### config.mk
export PLATFORM = sky130hd
export DESIGN_NAME = reel_spinner
export DESIGN_NICKNAME = d
export VERILOG_FILES = /design/src/rtl/slot_pkg.sv /design/src/rtl/lfsr16.sv /design/src/rtl/reel_spinner.sv
export SDC_FILE = /design/constraint.sdc
export NUM_CORES = 1
export LEC_CHECK = 0
export ABC_AREA = 1
export CAP_MARGIN = 15
export CORE_ASPECT_RATIO = 2
export CORE_MARGIN = 1.5
export CORE_UTILIZATION = 30
export DETAILED_ROUTE_END_ITERATION = 8
export PLACE_DENSITY = 0.57
export REMOVE_ABC_BUFFERS = 1
export SLEW_MARGIN = 20
export SYNTH_ARGS = -nofsm -noshare
export SYNTH_HDL_FRONTEND = slang
export SYNTH_HIERARCHICAL = 1
export SYNTH_SLANG_ARGS = --single-unit
### constraint.sdc
create_clock -name clk -period 2.3 [get_ports clk]
set_input_delay 0.345 -clock clk [delete_from_list [all_inputs] [get_ports clk]]
set_output_delay 0.345 -clock clk [all_outputs]
set_load 0.02 [all_outputs]
### src/rtl/slot_pkg.sv
// Shared types and constants for the slot machine reel datapath.
package slot_pkg;

  localparam int NUM_REELS = 4;
  localparam int DIGIT_W   = 4;
  localparam int LFSR_W    = 16;
  localparam logic [LFSR_W-1:0] LFSR_TAPS = 16'hB400;

  typedef enum logic [1:0] {
    IDLE = 2'd0,
    SPIN = 2'd1,
    DONE = 2'd2
  } state_t;

  // Fold a raw nibble into 0..max; the small bias is acceptable.
  function automatic logic [DIGIT_W-1:0] reduce_digit(
    input logic [DIGIT_W-1:0] nibble,
    input logic [DIGIT_W-1:0] max
  );
    logic [DIGIT_W:0] r;
    r = {1'b0, nibble};
    if (nibble > max)
      r = {1'b0, nibble} - ({1'b0, max} + 5'd1);
    if (r > {1'b0, max})
      r = {1'b0, max};
    return r[DIGIT_W-1:0];
  endfunction

endpackage

### src/rtl/lfsr16.sv
// Free-running 16-bit Galois LFSR, x^16+x^14+x^13+x^11+1.
module lfsr16
  import slot_pkg::*;
#(
  parameter logic [15:0] SEED = 16'hACE1
) (
  input  logic        clk,
  input  logic        rst,
  output logic [15:0] q
);

  logic [15:0] lfsr_q;
  logic [15:0] lfsr_d;

  always_comb begin
    lfsr_d = {1'b0, lfsr_q[15:1]};
    if (lfsr_q[0])
      lfsr_d = lfsr_d ^ LFSR_TAPS;
  end

  always_ff @(posedge clk) begin
    if (rst) lfsr_q <= SEED;
    else     lfsr_q <= lfsr_d;
  end

  assign q = lfsr_q;

endmodule

### src/rtl/reel_spinner.sv
// Four-reel spinner: animate, stop reels one by one, flag a jackpot.
// Optional FORCE_JACKPOT_EN adds a force_jackpot input for demo payouts.
module reel_spinner
  import slot_pkg::*;
#(
  parameter int          SPIN_TICKS = 4,
  parameter int          STOP_GAP   = 8,
  parameter int          DIGIT_MAX  = 9,
  parameter logic [15:0] SEED       = 16'hACE1
) (
  input  logic       clk,
  input  logic       rst,
  input  logic       spin,
  input  logic       bet_nonzero,
  input  logic       balance_zero,
`ifdef FORCE_JACKPOT_EN
  input  logic       force_jackpot,
`endif
  output logic [3:0] reel1,
  output logic [3:0] reel2,
  output logic [3:0] reel3,
  output logic [3:0] reel4,
  output logic       spinning,
  output logic       result_valid,
  output logic       jackpot
);

  localparam int TW = (SPIN_TICKS > 1) ? $clog2(SPIN_TICKS) : 1;
  localparam int SW = (STOP_GAP > 1) ? $clog2(STOP_GAP) : 1;
  localparam logic [TW-1:0] TICK_LAST = TW'(SPIN_TICKS - 1);
  localparam logic [SW-1:0] STEP_LAST = SW'(STOP_GAP - 1);
  localparam logic [DIGIT_W-1:0] DMAX = DIGIT_W'(DIGIT_MAX);

  state_t state_q, state_d;
  logic [TW-1:0] tick_q, tick_d;
  logic [SW-1:0] step_q, step_d;
  logic [2:0]    stop_q, stop_d;
  logic          spin_q;
  logic [NUM_REELS-1:0][DIGIT_W-1:0] reel_q, reel_d;
  logic [15:0]   rnd;
  logic          start;
  logic          step_stb;
  logic          gap_end;
  logic [DIGIT_W-1:0] stop_val;

`ifdef FORCE_JACKPOT_EN
  logic force_q, force_d;
`endif

  lfsr16 #(.SEED(SEED)) u_lfsr (
    .clk (clk),
    .rst (rst),
    .q   (rnd)
  );

  assign start    = spin & ~spin_q & bet_nonzero & ~balance_zero;
  assign step_stb = (tick_q == TICK_LAST);
  assign gap_end  = (step_q == STEP_LAST);

  always_comb begin
    stop_val = reduce_digit(rnd[{stop_q[1:0], 2'b00} +: 4], DMAX);
`ifdef FORCE_JACKPOT_EN
    // Forced plays copy reel1's landed digit onto later reels.
    if (force_q && stop_q != 3'd0)
      stop_val = reel_q[0];
`endif
  end

  always_comb begin
    state_d = state_q;
    tick_d  = tick_q;
    step_d  = step_q;
    stop_d  = stop_q;
    reel_d  = reel_q;
`ifdef FORCE_JACKPOT_EN
    force_d = force_q;
`endif
    unique case (state_q)
      IDLE: begin
        if (start) begin
          state_d = SPIN;
          tick_d  = '0;
          step_d  = '0;
          stop_d  = '0;
`ifdef FORCE_JACKPOT_EN
          force_d = 1'b0;
`endif
        end
      end
      SPIN: begin
        tick_d = step_stb ? '0 : tick_q + 1'b1;
        if (step_stb) begin
          step_d = gap_end ? '0 : step_q + 1'b1;
          for (int i = 0; i < NUM_REELS; i++) begin
            if (i >= int'(stop_q))
              reel_d[i] = (reel_q[i] == DMAX) ? '0 : reel_q[i] + 1'b1;
          end
          if (gap_end) begin
            reel_d[stop_q[1:0]] = stop_val;
            stop_d = stop_q + 3'd1;
            if (stop_q == 3'd3)
              state_d = DONE;
`ifdef FORCE_JACKPOT_EN
            if (stop_q == 3'd0)
              force_d = force_jackpot;
`endif
          end
        end
      end
      DONE: state_d = IDLE;
      default: state_d = IDLE;
    endcase
  end

  always_ff @(posedge clk) begin
    if (rst) begin
      state_q <= IDLE;
      tick_q  <= '0;
      step_q  <= '0;
      stop_q  <= '0;
      spin_q  <= 1'b0;
      reel_q  <= '0;
    end else begin
      state_q <= state_d;
      tick_q  <= tick_d;
      step_q  <= step_d;
      stop_q  <= stop_d;
      spin_q  <= spin;
      reel_q  <= reel_d;
    end
  end

`ifdef FORCE_JACKPOT_EN
  always_ff @(posedge clk) begin
    if (rst) force_q <= 1'b0;
    else     force_q <= force_d;
  end
`endif

  assign reel1        = reel_q[0];
  assign reel2        = reel_q[1];
  assign reel3        = reel_q[2];
  assign reel4        = reel_q[3];
  assign spinning     = (state_q == SPIN);
  assign result_valid = (state_q == DONE);
  assign jackpot      = result_valid
                        & (reel_q[0] == reel_q[1])
                        & (reel_q[1] == reel_q[2])
                        & (reel_q[2] == reel_q[3]);

endmodule

==> flow_summary.ini <==
[sta]
fmax_mhz = 489.9
fin_tns_setup_ps = 0
hold_violations = 0
period_needed_ps = 2041
slew_headroom_pct = 72.22
min_period_over_period_pct = 88.74
setup_viol = 0
worst_hold_slack_ps = 427.0
grt_setup_unrepaired = no
finalMaxSlewViolations = 0
skew_ps = 5.596
worst_slew_pin_slew_ps = 412.3

[finish]
stdcell_area_sq_um = 3133
diodes = 0
synthToLayoutAreaGrowth_pct = 15.60
nNetsFinal = 423
drive_gt1_share_pct = 14.15
layout_commonest_cell = nand2_1
layout_common_cells = nand2_1 (82), inv_1 (49), dfxtp_1 (42)

[placed_design]
portBuffers = 23
finalWeightedCongestion = 0.9863
place_hpwl_microns = 5709
place_area_sq_um = 2978

[setup_path]
worstSetupEndpointType = flop
worst_ep_arrival_time_ps = 2220
required_ps = 2480
path_max_fanout = 12
setup.worst_path.start_class = flop
crit_slowest_cell = dfxtp_1
cpPeakStageDelay_ps = 510
crit_path_frequent_cell = nand2_1
crit_chain = inv_2, nand2_1, nand3_1, nand2_2, ha_1, nand2_1, nand2_4, nor2_4, nand2_1, a21oi_1
criticalPathCategory = reg -> reg

[floorplan]
die_h_microns = 137.4
rows = 48
dieArea_sq_um = 9647
die_w_microns = 70.21
io_pins = 24
initial_core_util_pct = 31.12
core-area_sq_um = 8708

[detailed_routing]
drt-pass1-iter-count = 4
drtIter0Drc = 177
antenna_left = 0
routedWlPerCell_microns = 14.52
routed-wl-met3_microns = 205
routed_wl_microns = 7406
vias_per_cell = 5.076
drc = 0
top_layer = met4
wl_met2_microns = 4119
vias = 2589
wl_met1_microns = 2735

[synth]
ys.flop_type = dfxtp_1
yosys.area.top_type = dfxtp_1
ys_warn_count = 6
synth_cells = 393
synth-seq-area-share_pct = 31.76
synthDistinctLibCells = 41
synth_top_area_share_pct = 31.76
synthTopCellsByArea = dfxtp_1 (32%), nand2_1 (11%), inv_1 (6.8%)
ys_seq_elements = 43
avgSynthCellArea_sq_um = 6.896
synth_area_sq_um = 2710
synthArstFlopShare_pct = 0
synth_edf_count = 0

[clock_network]
clk_transition_reported_paths_ps = 60
cts_buffer_depth = 2
clkLatencyLatePin_ps = 290
cts_root_buf = clkbuf_16
cts_buffers = 5
h-tree-depth = 2
holdBufCountCts = 0
cts_sinks = 43
cts_tree = yes

[min_path]
hp-class = reg -> reg

[global_route]
grt_pass1_wl_microns = 12250
grt_antenna_before_repair = 0
grt.overflow.total = 0
grt_pass1_vias = 2543
track_usage_pct = 16.24
grt_max_degree = 31

[power_and_ir_drop]
ir_drop_uv = 285.9
p_leak_nw = 1.327
powerDensity_nw_per_um2 = 671.3

[run]
cap_violations = 0

[status]
outcome = finished clean
routing by layer:
metal | vias up | GRT usage (%)
li1 | 1291 | -
met1 | 1206 | 15.72
met2 | 73 | 31.75
met3 | 19 | 2.195
met4 | 0 | 9.829
met5 | - | 0
registers in the layout (all words and copies together), names as in the netlist:
signal	flops
spin_q	1
reel4	4
reel1	4
state_q	2
step_q	3
stop_q	3
tick_q	2
reel3	4
u_lfsr/q	16
reel2	4
cell type report:
cell class	instances	area [sq um]
Fill cell	932	5575
Multi-Input combinational cell	272	1470
Sequential cell	43	862.1
Timing Repair Buffer	33	300.3
Inverter	55	216.5
Clock buffer	6	128.9
Tap cell	100	125.1
Clock inverter	1	30.03
power breakdown:
| part | switching (mW) | leakage (nW) | total, mW | internal, mW |
|---|---|---|---|---|
| Combinational | 0.326 | 0.897 | 0.484 | 0.158 |
| Clock | 0.299 | 0.0769 | 0.807 | 0.507 |
| Sequential | 0.0313 | 0.353 | 0.813 | 0.781 |
| Total | 0.657 | 1.33 | 2.10 | 1.45 |
through the flow:
stage	util [%]	total power, mW	instances	worst slack [ps]
floorplan	-	1.178	370	313.8
global placement	34.20	1.310	503	225.5
detailed placement	34.20	1.316	503	184.9
CTS	36.01	2.132	510	162.5
global route	35.98	2.200	510	83.28
finish	35.98	2.103	510	258.9
synthesized netlist by cell type (2+ instances only):
master / count
a21oi_2: 4
nor4_1: 2
buf_4: 14
a21oi_1: 32
nor2_2: 3
clkbuf_1: 4
o221ai_1: 3
nor3_1: 8
o211ai_1: 2
xor2_1: 2
buf_6: 3
nand2_4: 8
nor2_1: 28
dfxtp_1: 43
nor2_4: 2
o22ai_1: 2
nand2_1: 82
o21ai_1: 6
o21ai_0: 25
inv_2: 3
nand3_2: 5
ha_1: 8
nand4_1: 2
inv_1: 49
or2_1: 5
nand2_2: 12
nand3_1: 22
logic make-up after synthesis:
kind of cell    Yosys count  synth area share (%)
flops                    43                 31.76
compound gates           80                 16.71
buf+inv                  78                 13.99
xor+xnor                  3                0.9697
fa+ha+maj                 8                 3.694
simple gates            181                 32.87
critical path, delay by kind of cell, from the launching register on:
| family | cells | cell delay, ps |
|---|---|---|
| AND/OR/NAND/NOR | 7 | 740 |
| flip-flops | 1 | 510 |
| AO/OA/AOI/OAI | 1 | 250 |
| adder cells (fa/ha/maj) | 1 | 240 |
| buffers and inverters | 1 | 200 |
worst paths after layout:
check            endpoint  cells past startpoint  slack (ps)    startpoint
max              reel2[2]                     10         260     stop_q[0]
min          u_lfsr/q[14]                      2         430  u_lfsr/q[15]
max reg2reg      reel2[2]                     10         260     stop_q[0]
min reg2reg  u_lfsr/q[14]                      2         430  u_lfsr/q[15]
what timing repair did:
item,in CTS,in global routing
buffers inserted,0,0
endpoints found under the setup margin,1,1
gates resized for setup,1,4
(Power assumes the default switching activity.)
